$ cat src/rtl/snap_adc0_capture_ctrl.sv
// ADC0 snap capture controller: arm/trigger/capture FSM writing qualified samples to the snap BRAM.
// Optional trigger cycle stamp enabled by defining SNAP_ADC0_TRIG_TIMESTAMP_EN.
module snap_adc0_capture_ctrl #(
    parameter int unsigned ADDR_W = 11,
    parameter int unsigned DATA_W = 64
) (
    input  logic              user_clk,
    input  logic              user_rst,
    input  logic [31:0]       ctrl_in,
    input  logic              trig_in,
    input  logic              we_in,
    input  logic [DATA_W-1:0] data_in,
    output logic [ADDR_W-1:0] bram_addr,
    output logic [DATA_W-1:0] bram_data,
    output logic              bram_we,
    output logic [31:0]       status_out,
    output logic [31:0]       trig_time
);

    typedef enum logic [1:0] {IDLE, ARMED, CAPTURE, DONE} state_t;

    localparam logic [ADDR_W:0] FULL    = {1'b1, {ADDR_W{1'b0}}};
    localparam logic [ADDR_W:0] CNT_ONE = (ADDR_W+1)'(1);

    state_t          state, state_n;
    logic [ADDR_W:0] count, count_n, count_inc;
    logic            wrapped, wrapped_n;
    logic            arm_q, stop_q;
    logic            arm_edge, stop_edge;
    logic            trig_imm, circ;
    logic            wr;
    logic [31:0]     status_n;
    logic            ctrl_unused;

    assign arm_edge    = ctrl_in[0] & ~arm_q;
    assign stop_edge   = ctrl_in[3] & ~stop_q;
    assign trig_imm    = ctrl_in[1];
    assign circ        = ctrl_in[2];
    assign count_inc   = count + CNT_ONE;
    assign ctrl_unused = ^ctrl_in[31:4];

    always_comb begin
        state_n   = state;
        count_n   = count;
        wrapped_n = wrapped;
        wr        = 1'b0;
        if (arm_edge) begin
            state_n   = ARMED;
            count_n   = '0;
            wrapped_n = 1'b0;
        end else begin
            unique case (state)
                ARMED: begin
                    // count is zero while armed, so the trigger sample lands at address 0
                    if (we_in && (trig_imm || trig_in)) begin
                        wr      = 1'b1;
                        state_n = CAPTURE;
                        count_n = CNT_ONE;
                    end
                end
                CAPTURE: begin
                    if (circ && stop_edge) begin
                        state_n = DONE;
                    end else if (we_in) begin
                        wr = 1'b1;
                        if (count_inc == FULL) begin
                            if (circ) begin
                                count_n   = '0;
                                wrapped_n = 1'b1;
                            end else begin
                                count_n = count_inc;
                                state_n = DONE;
                            end
                        end else begin
                            count_n = count_inc;
                        end
                    end
                end
                default: ;
            endcase
        end
    end

    // Status is built from next-state values so it lines up with the bram_we it describes
    always_comb begin
        status_n             = '0;
        status_n[31]         = (state_n == DONE);
        status_n[30]         = (state_n == CAPTURE);
        status_n[29]         = (state_n == ARMED);
        status_n[28]         = wrapped_n;
        status_n[ADDR_W:0]   = count_n;
    end

    always_ff @(posedge user_clk or posedge user_rst) begin
        if (user_rst) begin
            state      <= IDLE;
            count      <= '0;
            wrapped    <= 1'b0;
            arm_q      <= 1'b0;
            stop_q     <= 1'b0;
            bram_we    <= 1'b0;
            bram_addr  <= '0;
            bram_data  <= '0;
            status_out <= '0;
        end else begin
            state      <= state_n;
            count      <= count_n;
            wrapped    <= wrapped_n;
            arm_q      <= ctrl_in[0];
            stop_q     <= ctrl_in[3];
            bram_we    <= wr;
            status_out <= status_n;
            if (wr) begin
                bram_addr <= count[ADDR_W-1:0];
                bram_data <= data_in;
            end
        end
    end

`ifdef SNAP_ADC0_TRIG_TIMESTAMP_EN
    logic [31:0] ts_cnt;
    logic        trig_hit;

    assign trig_hit = (state == ARMED) && !arm_edge && we_in && (trig_imm || trig_in);

    always_ff @(posedge user_clk or posedge user_rst) begin
        if (user_rst) begin
            ts_cnt    <= '0;
            trig_time <= '0;
        end else begin
            ts_cnt <= ts_cnt + 32'd1;
            if (trig_hit) begin
                trig_time <= ts_cnt;
            end
        end
    end
`else
    assign trig_time = '0;
`endif

endmodule
$ cat config.mk
export PLATFORM = sky130hd
export DESIGN_NAME = snap_adc0_capture_ctrl
export DESIGN_NICKNAME = d
export VERILOG_FILES = /design/src/rtl/snap_adc0_capture_ctrl.sv
export SDC_FILE = /design/constraint.sdc
export NUM_CORES = 1
export LEC_CHECK = 0
export ABC_AREA = 0
export BUFFER_PORTS_ARGS = -buffer_cell sky130_fd_sc_hd__clkbuf_2
export CELL_PAD_IN_SITES_DETAIL_PLACEMENT = 0
export CELL_PAD_IN_SITES_GLOBAL_PLACEMENT = 1
export CORE_MARGIN = 4
export CORE_UTILIZATION = 34
export DETAILED_ROUTE_END_ITERATION = 8
export PLACE_DENSITY_LB_ADDON = 0.1
export SLEW_MARGIN = 20
export SYNTH_ARGS = -nofsm -noshare
export SYNTH_HDL_FRONTEND = slang
export SYNTH_SLANG_ARGS = --single-unit
$ cat constraint.sdc
create_clock -name user_clk -period 3.8 [get_ports user_clk]
set_input_delay 0.19 -clock user_clk [delete_from_list [all_inputs] [get_ports user_clk]]
set_output_delay 0.19 -clock user_clk [all_outputs]
set_load 0.03 [all_outputs]
; After elaboration in Yosys (flattened, before gate mapping)
; Index checks and enable logic that the tools add are counted.
[word_totals]
register_bits = 109
out_inout_bits = 140
wordCells = 48
[op_classes]
add_sub_neg = 1
eq_ne = 6
n_mux = 25
bitwise_logic = 4
reduce_logical = 3
[op_table]
columns = cell, n
row1 = $mux W12, 6
row2 = $pmux W12 S2, 1
row3 = $add A12 B1 Y12 const B, 1
row4 = $eq A12 B12 Y1 const B, 1
row5 = $mux W2, 6
row6 = $mux W1, 10
row7 = $eq A2 B2 Y1 const B, 3
row8 = $eq A2 B1 Y1 const B, 2
row9 = $pmux W2 S2, 1
row10 = $and A1 B1 Y1, 2
row11 = $logic_and A1 B1 Y1, 2
row12 = $not A1 Y1, 2
row13 = $pmux W1 S2, 1
row14 = $logic_or A1 B1 Y1, 1

; Depth between registers and ports, before layout
; Gate-level depths: netlist (run 1).
[depth]
word_depth = 8
mapped_depth = 10
ltp_nobuf = 8

; Least setup slack after synthesis (run 1)
; No wires, ideal clock.
[synth_timing]
path_type = register to register
from = reg state[0]
to = reg bram_data[10]
arrival_time_ns = 2.099
t_required_ns = 3.675
setup_slack_ns = 1.577
stages_incl_launch_ff = 11
path_buffers = 3
cell_sequence = dfrtp_1 > inv_1 > ha_1 > clkbuf_1 > inv_1 > nor2_1 > nor2_1 > nor2_1 > buf_2 > buf_2 > mux2_2
[synth_via]
elab_chain_len = 3
elab_cells_between_ends = 4
classes_between = eq/ne (2) / mux (2)
[synth_rtl]
columns = item, line
row1 = start: declaration, 25  ; state_t state, state_n;
row2 = start signal: assignment, 106  ; state <= state_n;
row3 = $eq A2 B2 Y1 or $eq A2 B1 Y1 (tied branches), 52  ; unique case (state)
row4 = $pmux W1 S2 (*), 52
row5 = $mux W1 (*), 47  ; if (arm_edge) begin
row6 = end signal: assignment, 115  ; bram_data <= data_in;
row7 = end: declaration, 14  ; output logic [DATA_W-1:0] bram_data,
; Every way passes the cells marked *; elsewhere a longest branch is shown, timed or not.
; A chain may end at the register's enable or synchronous reset.

; Final worst setup path (run 1)
[layout_timing]
from = reg state[0]
to = reg bram_data[4]
; The elaborated chain is that of the path after synthesis.

==> impl_metrics.py, run 1 <==
metrics = {
    "final_layout": {
        "drive_gt1_share_pct": 49.9,
        "diodes": 0,
        "nFillCells": 1284,
        "fin_util_pct": 43.6,
        "regArea_sq_um": 2400,
        "final_nets": 627,
        "multi_input_area_sq_um": 1750,
        "areaGrowthSynthToFinish_pct": 24.6,
    },
    "pwr": {
        "pwr-share-seq_pct": 36.6,
        "swShare_pct": 42.1,
        "peakVddDrop_mv": 0.386,
        "powerDensity_nw_per_um2": 783,
        "power.internal_mw": 2.51,
        "total_power_mw": 4.34,
        "power_leakage_nw": 2.81,
        "p_clk_share_pct": 19.8,
        "comb_power_share_pct": 43.6,
        "p_sw_mw": 1.83,
    },
    "global_route": {
        "grt_pass1_vias": 3158,
        "grt_pass1_wl_um": 16100,
        "grt_util_all_layers_pct": 13.9,
        "top_usage_layer": "met2",
        "grt_use_met2_pct": 20.7,
        "grt_overflow": 0,
        "antenna_found_initial": 0,
        "grtUsageMet1_pct": 17.9,
        "grt_max_degree": 81,
        "met3_usage_pct": 5.25,
    },
    "yosys": {
        "synth_cell_type_count": 45,
        "yosysMostFrequentCell": "dfrtp_1",
        "synth_ff_type": "dfrtp_1",
        "ys_warn_count": 0,
        "synth_edf_count": 0,
        "synth_commonest_cells": "dfrtp_1 (96), mux2_2 (75), buf_4 (49)",
        "ys_ff_latch": 96,
        "netlist_area_sq_um": 4450,
        "yosysSeqAreaShare_pct": 54.0,
        "async_reset_ff_share_pct": 100,
        "synth.avg_cell_area_sq_um": 12.3,
        "synth_top_cell_by_area": "dfrtp_1",
        "synth_area_leaders": "dfrtp_1 (54%), mux2_2 (19%), buf_4 (8.3%)",
        "yosysTopAreaCellShare_pct": 54.0,
        "netlist_instances": 362,
    },
    "route": {
        "drt-total-wl_um": 10400,
        "drtIter0Drc": 128,
        "vias": 3199,
        "wire_per_inst_um": 14.9,
        "first_pass_iters": 4,
        "post_drt_via_cell_ratio": 4.56,
        "ant_nets": 0,
        "drc": 0,
    },
    "worst_setup_path": {
        "cp.arrival_ns": 2.66,
        "reg2reg_from": "state[0]$_DFF_PP0_",
        "critical-path-top-delay-family": "buffers and inverters",
        "r2r_end": "bram_data[4]$_DFFE_PP0P_",
        "reg2reg_slack_ns": 1.37,
        "startpoint": "state[0]$_DFF_PP0_",
        "crit_slowest_cell": "dfrtp_1",
        "crit_path_max_incr_delay_ns": 0.42,
        "cp.buffers_inverters": 3,
        "endpoint": "bram_data[4]$_DFFE_PP0P_",
        "reg2reg_depth": 8,
        "worstSetupStartpointType": "flop",
        "worstPathCellList": "inv_1 -> ha_1 -> inv_1 -> nor2_1 -> nor2_1 -> nor2_4 -> buf_4 -> mux2_2",
        "worstSetupPathType": "flop to flop",
        "worst_ep_required_time_ns": 4.03,
        "cp_max_fo": 38,
        "crit_path_end_kind": "flop",
        "cp.depth": 8,
    },
    "timing": {
        "timing.hold.ws_ns": -0.0216,
        "period_share_pct": 64.1,
        "final_hold_viol_count": 48,
        "fmax_mhz": 411,
        "setup_viol": 0,
        "worst_slew_pin_slew_ns": 0.714,
        "finalClockSkew_ns": 0.00957,
        "min_period_ns": 2.43,
        "final-max-slew-violation-count": 0,
        "rsz0062_at_grt": "false",
        "slew_headroom_pct": 52.4,
        "tns_ns": 0,
    },
    "die": {
        "start_util_pct": 35.0,
        "die-width_um": 122,
        "fp.dieH_um": 122,
        "num_io_pins": 240,
        "coreArea_sq_um": 12700,
        "dieArea_sq_um": 15000,
        "core.rowCount": 41,
    },
    "hold_path": {
        "hold_path_class": "input port to async pin",
    },
    "clock_tree": {
        "cts_tree": "built",
        "cts_max_level": 3,
        "cts_root_buffer": "clkbuf_16",
        "post_cts_resized": 0,
        "numCtsBuffers": 9,
        "cts_max_path_buffers": 2,
        "clk_pin_slew_ns": 0.07,
        "cts_setup_buffers": 0,
        "clkLatencyLatePin_ns": 0.34,
        "clkSinkCount": 96,
    },
    "status": {
        "outcome": "finished with violations",
        "violations": "negative hold slack",
    },
    "placement": {
        "place.gp.congestion": 0.848,
        "numPortBuffers": 163,
        "hpwlAfterDp_um": 7830,
    },
    "job": {
        "cap_violations": 0,
    },
}
## worst min path at each step
stage | end | slack (ns) | cells past startpoint
after floorplan | arm_q$_DFF_PP0_ | 0.22 | 0
after global placement | stop_q$_DFF_PP0_ | 0.33 | 1
after detailed placement | arm_q$_DFF_PP0_ | 0.33 | 1
after CTS | bram_data[54]$_DFFE_PP0P_ | 0.06 | 2
after global routing | bram_data[0]$_DFFE_PP0P_ | 0.06 | 2
final | bram_data[55]$_DFFE_PP0P_ | -0.02 | 2
## kinds of logic (layout without fill, tap and decap cells)
| group | after synthesis | after routing | synth area share (%) |
|---|---|---|---|
| compound gates | 43 | 43 | 6.38 |
| xor+xnor | 2 | 2 | 0.394 |
| fa+ha+maj | 3 | 3 | 0.843 |
| buf+inv | 71 | 191 | 10.8 |
| flops | 96 | 96 | 54.0 |
| mux | 76 | 76 | 19.2 |
| other cells | 1 | 48 | 0.0843 |
| simple gates | 70 | 70 | 8.35 |
## what timing repair did
item	CTS	global route
hold endpoints to repair	2	0
hold buffers	2	0
endpoints found under the setup margin	0	0
## metal layers
metal	part of all wire, %	up-vias	wire [um]
li1	-	1516	-
met1	42	1527	4390
met2	46	140	4750
met3	10	16	1060
met4	2.1	0	218
met5	0	-	0
## sequential cells by signal, summed over array words and instances, names as in the netlist
register    flops
arm_q           1
bram_addr      11
bram_data      64
bram_we         1
count          11
state           2
status_out      5
stop_q          1
## through the flow
step	std cells	instance area [sq um]	setup slack, ns
after detailed placement	683	5240	1.36
after floorplan	409	4630	1.10
final	701	5540	1.37
after global routing	701	5540	1.13
after global placement	683	5240	1.36
after CTS	701	5540	1.35
## power by group through the flow
stage	logic [mW]	registers, mW	clock network [mW]
2_1_floorplan	0.658	2.34	0
3_3_place_gp	1.91	1.59	0
3_5_place_dp	1.92	1.61	0
4_1_cts	1.93	1.60	0.895
5_1_grt	2.03	1.65	0.935
6_report	1.89	1.59	0.859
## layout make-up
class	count	area share, %
Timing Repair Buffer	168	15.5
Tap cell	172	3.88
Inverter	7	0.564
Sequential cell	96	43.3
Clock inverter	4	0.497
Multi-Input combinational cell	242	31.6
Clock buffer	12	4.63
## cells in the final DEF (no fill, tap or decap), drive strengths merged, types with 3 or more instances in the layout
cell,n
inv,8
nand3,9
nor3,5
dfrtp,96
nor2b,4
and3,5
buf,3
ha,3
conb,48
a31oi,3
and4,3
clkinv,3
o21ai,12
clkbuf,175
mux2,75
nand2,8
nor2,20
nand4,8
a21oi,12
Power figures use the tool's default switching activity.
==> run 2, diff against run 1 <==
- clock period: 3.8 -> 2.49 ns (I/O delays scaled with it)
==> run 2 against run 1 <==
Compared with the run above:
- the flow now finishes without violations
- via count up 4.1%
- worst hold slack improved by 0.036 ns
- fmax up 9.7%
- count of clock-buffer cells in the layout shrank 1
- cell area rose by 7.3%
- routed wire length up 2.4%
- clock skew hardly changed
- register-to-register slack got worse by 1.1 ns
- critical endpoint is now status_out[11]$_DFFE_PP0P_
- largest power group unchanged
==> impl_metrics.py, run 2 (synthesis results as in run 1) <==
metrics = {
    "timing": {
        "final-max-slew-violation-count": 0,
        "final_hold_viol_count": 0,
        "setup_viol": 0,
        "fmax_mhz": 451,
        "slew_headroom_pct": 48.6,
        "rsz0062_at_grt": "false",
        "period_share_pct": 89.1,
        "min_period_ns": 2.22,
        "tns_ns": 0,
        "finalClockSkew_ns": 0.00942,
        "worst_slew_pin_slew_ns": 0.769,
    },
    "pwr": {
        "power_leakage_nw": 2.98,
        "swShare_pct": 41.5,
        "p_sw_mw": 2.83,
        "power.internal_mw": 3.98,
        "comb_power_share_pct": 43.7,
        "p_clk_share_pct": 20.6,
        "pwr-share-seq_pct": 35.7,
        "peakVddDrop_mv": 0.530,
        "powerDensity_nw_per_um2": 1140,
    },
    "job": {
        "cap_violations": 0,
    },
    "placement": {
        "numPortBuffers": 163,
        "place.gp.congestion": 0.820,
        "dp_cells": 693,
        "hpwlAfterDp_um": 8000,
        "placed_area_sq_um": 5350,
    },
    "worst_setup_path": {
        "reg2reg_slack_ns": 0.27,
        "crit_slowest_cell": "dfrtp_1",
        "cp_max_fo": 11,
        "crit_path_end_kind": "flop",
        "critical-path-top-delay-family": "simple AND/OR/NAND/NOR gates",
        "cp.arrival_ns": 2.44,
        "cp.buffers_inverters": 0,
        "worstSetupStartpointType": "flop",
        "worstPathCellList": "nand4_1 -> or3_1 -> a211oi_2 -> and4_4 -> nor2_2 -> a221o_1",
        "crit_path_max_incr_delay_ns": 0.50,
        "worstSetupPathType": "flop to flop",
        "worst_ep_required_time_ns": 2.71,
    },
    "global_route": {
        "grt_pass1_vias": 3258,
        "grt_pass1_wl_um": 16200,
        "grt_util_all_layers_pct": 13.9,
        "grt_max_degree": 50,
        "antenna_found_initial": 0,
        "grt_overflow": 0,
    },
    "die": {
        "fp.dieH_um": 122,
        "core.rowCount": 41,
        "num_io_pins": 240,
        "die-width_um": 122,
        "coreArea_sq_um": 12700,
        "dieArea_sq_um": 15000,
        "start_util_pct": 35.0,
    },
    "final_layout": {
        "final_nets": 664,
        "mostFrequentLayoutCell": "clkbuf_2",
        "top_register": "bram_data",
        "diodes": 0,
        "final_cells": 738,
        "drive_gt1_share_pct": 48.4,
        "top_regs": "bram_data x64, bram_addr x11, count x11",
        "areaGrowthSynthToFinish_pct": 33.7,
        "largest_reg_flops": 64,
        "layout_common_cells": "clkbuf_2 (163), dfrtp_1 (96), mux2_2 (75), conb_1 (48), dlygate4sd3_1 (29)",
        "final_cell_area_sq_um": 5950,
    },
    "route": {
        "drc": 0,
        "drtIter0Drc": 146,
        "ant_nets": 0,
        "drt-total-wl_um": 10700,
        "vias": 3331,
        "wire_per_inst_um": 14.5,
        "first_pass_iters": 4,
        "post_drt_via_cell_ratio": 4.51,
    },
    "clock_tree": {
        "numCtsBuffers": 9,
        "cts_tree": "built",
        "cts_max_level": 3,
        "clkSinkCount": 96,
        "cts_root_buffer": "clkbuf_16",
        "clk_pin_slew_ns": 0.07,
        "clkLatencyLatePin_ns": 0.34,
        "post_cts_resized": 0,
        "cts_max_path_buffers": 2,
    },
    "hold_path": {
        "hold_path_class": "input port to flop",
    },
    "status": {
        "outcome": "finished clean",
    },
}
-- run 2: cell types whose count changed in the layout (fill, tap and decap cells not counted), sizes merged --
cell / before / now
clkbuf: 175 / 174
buf: 3 / 13
clkinvlp: 0 / 2
inv: 8 / 7
clkinv: 3 / 2
dlygate4sd3: 2 / 29
bufinv: 0 / 1
-- run 2: layout make-up --
cell class                      count  area (sq um)
Clock buffer                       11           243
Clock inverter                      5          63.8
Fill cell                        1200          6770
Inverter                            7          30.0
Multi-Input combinational cell    242          1750
Sequential cell                    96          2400
Tap cell                          172           215
Timing Repair Buffer              205          1240
-- run 2: path summary, 6_finish.rpt --
| path | startpoint | endpoint | depth (start not counted) |
|---|---|---|---|
| worst max-delay path | count[4]$_DFFE_PP0P_ | status_out[11]$_DFFE_PP0P_ | 6 |
| worst min-delay path | data_in[56] | bram_data[56]$_DFFE_PP0P_ | 2 |
| worst max register to register | count[4]$_DFFE_PP0P_ | status_out[11]$_DFFE_PP0P_ | 6 |
| worst min register to register | bram_data[18]$_DFFE_PP0P_ | bram_data[18]$_DFFE_PP0P_ | 1 |
| max in group asynchronous | user_rst | bram_data[52]$_DFFE_PP0P_ | 4 |
| min in group asynchronous | user_rst | bram_data[11]$_DFFE_PP0P_ | 3 |
-- run 2: worst reg2reg max path: cells and delay by family, from the launching register on --
family | cells | cell delay, ns
compound gates | 2 | 0.64
flops | 1 | 0.50
simple gates | 4 | 0.96
-- run 2: layer usage --
layer	global-route usage (%)	share of wire [%]	vias to the layer above
met3	4.06	9.2	11
met4	5.88	1.7	0
met2	21.8	46	137
met1	18.0	43	1594
met5	0	0	-
li1	-	-	1589
-- run 2: what timing repair did --
| action | CTS | global route |
|---|---|---|
| hold buffers | 29 | 0 |
| buffers inserted | 0 | 0 |
| hold endpoints to repair | 60 | 0 |
-- run 2: through the flow --
| stage | utilization, % | power (mW) | worst slack, ns | hold slack, ns |
|---|---|---|---|---|
| after CTS | 46.8 | 6.91 | 0.250 | 0.000430 |
| after floorplan | - | 4.57 | 0.267 | 0.156 |
| after global placement | 42.1 | 5.39 | 0.333 | 0.260 |
| after detailed placement | 42.1 | 5.44 | 0.261 | 0.275 |
| after global routing | 46.8 | 7.19 | 0.112 | 0.00706 |
| final | 46.8 | 6.81 | 0.272 | 0.0144 |
-- run 2: power by group through the flow --
stage                     logic, mW  clock network, mW  registers, mW
after floorplan                1.00                  0           3.57
after global placement         2.96                  0           2.43
after detailed placement       2.98                  0           2.46
after CTS                      3.02               1.45           2.44
after global routing           3.17               1.53           2.49
final                          2.98               1.40           2.43
==> run 3, diff against run 2 <==
==> constraint.sdc (replaced) <==
create_clock -name user_clk -period 2.49 [get_ports user_clk]
set_input_delay 0.6225 -clock user_clk [delete_from_list [all_inputs] [get_ports user_clk]]
set_output_delay 0.6225 -clock user_clk [all_outputs]
set_load 0.03 [all_outputs]
==> run 3 against run 2 <==
Compared with the run above:
- first-iteration DRC count is 2.7% higher
- worst hold slack better by 0.33 ns
- via count down 3.2%
- critical path depth is the same
- cell area down 3.0%
- sequential power barely moved
- total power up 5.1%
- cell count down 3.7%
- routed wire length shrank 1.7%
- die area is the same
- highest routed layer unchanged
==> impl_metrics.py, run 3 (synthesis results as in run 1) <==
metrics = {
    "status": {
        "outcome": "finished clean",
    },
    "timing": {
        "final_hold_viol_count": 0,
        "period_share_pct": 91.8,
        "worst_slew_pin_slew_ns": 0.635,
        "min_period_ns": 2.29,
        "final-max-slew-violation-count": 0,
        "timing.hold.ws_ns": 0.345,
        "tns_ns": 0,
        "slew_headroom_pct": 57.6,
        "setup_viol": 0,
        "fmax_mhz": 437,
        "finalClockSkew_ns": 0.00698,
        "rsz0062_at_grt": "false",
    },
    "placement": {
        "numPortBuffers": 163,
        "place.gp.congestion": 0.816,
        "hpwlAfterDp_um": 7950,
        "placed_area_sq_um": 5380,
        "dp_cells": 695,
    },
    "final_layout": {
        "final_cells": 711,
        "drive_gt1_share_pct": 51.4,
        "final_cell_area_sq_um": 5770,
        "final_nets": 637,
        "largest_reg_flops": 64,
        "top_regs": "bram_data x64, bram_addr x11, count x11",
        "mostFrequentLayoutCell": "clkbuf_2",
        "areaGrowthSynthToFinish_pct": 29.7,
        "top_register": "bram_data",
        "layout_common_cells": "clkbuf_2 (163), dfrtp_1 (96), mux2_2 (75), conb_1 (48), nor2_1 (18)",
        "diodes": 0,
        "fin_util_pct": 45.4,
    },
    "die": {
        "start_util_pct": 35.0,
        "fp.dieH_um": 122,
        "dieArea_sq_um": 15000,
        "core.rowCount": 41,
        "die-width_um": 122,
        "coreArea_sq_um": 12700,
        "num_io_pins": 240,
    },
    "pwr": {
        "powerDensity_nw_per_um2": 1240,
        "peakVddDrop_mv": 0.947,
        "power_leakage_nw": 2.92,
    },
    "worst_setup_path": {
        "crit_path_end_kind": "flop",
        "worstSetupStartpointType": "flop",
        "worst_ep_required_time_ns": 2.72,
        "cp_max_fo": 11,
        "cp.arrival_ns": 2.52,
        "worstSetupPathType": "flop to flop",
    },
    "route": {
        "ant_nets": 0,
        "drtIter0Drc": 150,
        "first_pass_iters": 4,
        "post_drt_via_cell_ratio": 4.53,
        "drc": 0,
        "drt-total-wl_um": 10500,
        "vias": 3224,
        "wire_per_inst_um": 14.7,
    },
    "clock_tree": {
        "cts_root_buffer": "clkbuf_16",
        "holdBufCountCts": 0,
        "numCtsBuffers": 9,
        "clkLatencyLatePin_ns": 0.34,
        "clkSinkCount": 96,
        "cts_max_level": 3,
        "clk_pin_slew_ns": 0.07,
        "cts_max_path_buffers": 2,
        "cts_tree": "built",
        "post_cts_resized": 0,
        "cts_setup_buffers": 0,
    },
    "global_route": {
        "grt_pass1_vias": 3012,
        "grt_overflow": 0,
        "antenna_found_initial": 0,
        "grt_pass1_wl_um": 15700,
        "grt_max_degree": 42,
        "grt_util_all_layers_pct": 13.5,
    },
    "job": {
        "cap_violations": 0,
    },
    "hold_path": {
        "hold_path_class": "input port to async pin",
    },
}
==> run 3: cell types whose count changed in the layout (fill, tap and decap cells not counted), sizes merged <==
cell and change:
dlygate4sd3 -29, bufinv +4, clkbuf -2, clkinv -2, buf +2
==> run 3: area by class of cell <==
class	count	area [sq um]
tap	172	215
inverter	7	30.0
fill	1256	6950
multi-input combinational	242	1750
sequential	96	2400
timing repair buffer	178	978
clock inverter	7	166
clock buffer	9	225
==> run 3: path summary, 6_finish.rpt <==
path | slack (ns) | end | cells after the start | start
worst max-delay path | 0.20 | status_out[11]$_DFFE_PP0P_ | 6 | count[4]$_DFFE_PP0P_
worst min-delay path | 0.34 | bram_data[9]$_DFFE_PP0P_ | 2 | user_rst
worst max register to register | 0.20 | status_out[11]$_DFFE_PP0P_ | 6 | count[4]$_DFFE_PP0P_
worst min register to register | 0.50 | bram_data[42]$_DFFE_PP0P_ | 1 | bram_data[42]$_DFFE_PP0P_
max in group asynchronous | 1.53 | bram_addr[2]$_DFFE_PP0P_ | 3 | user_rst
min in group user_clk | 0.41 | arm_q$_DFF_PP0_ | 1 | ctrl_in[0]
==> run 3: metal layers <==
metal  part of all wire (%)  vias up  wire length, um  global-route usage [%]
met5                      0        -                0                       0
met4                   0.99        0              104                    3.99
met3                     10       11             1070                    6.68
met2                     45      135             4730                    20.2
met1                     44     1543             4580                    17.4
li1                       -     1535                -                       -
==> run 3: worst max-delay path, stage by stage (launching register included) <==
cell and delay [ns]:
dfrtp_1 0.52, nand4_1 0.23, or3_1 0.37, a211oi_2 0.32
and4_4 0.32, nor2_2 0.08, a221o_1 0.32
==> run 3: report_power, final <==
part / switching, mW / total, mW / internal [mW]
Clock: 0.598 / 1.79 / 1.19
Sequential: 0.280 / 2.42 / 2.14
Combinational: 1.95 / 2.95 / 1.00
Total: 2.83 / 7.16 / 4.33
==> run 3: metrics by stage <==
| stage | worst slack [ns] | power (mW) |
|---|---|---|
| 6_report | 0.203 | 7.16 |
| 5_1_grt | 0.0697 | 7.55 |
| 4_1_cts | 0.217 | 7.27 |
| 3_5_place_dp | 0.197 | 5.44 |
| 3_3_place_gp | 0.241 | 5.40 |
| 2_1_floorplan | 0.267 | 4.57 |
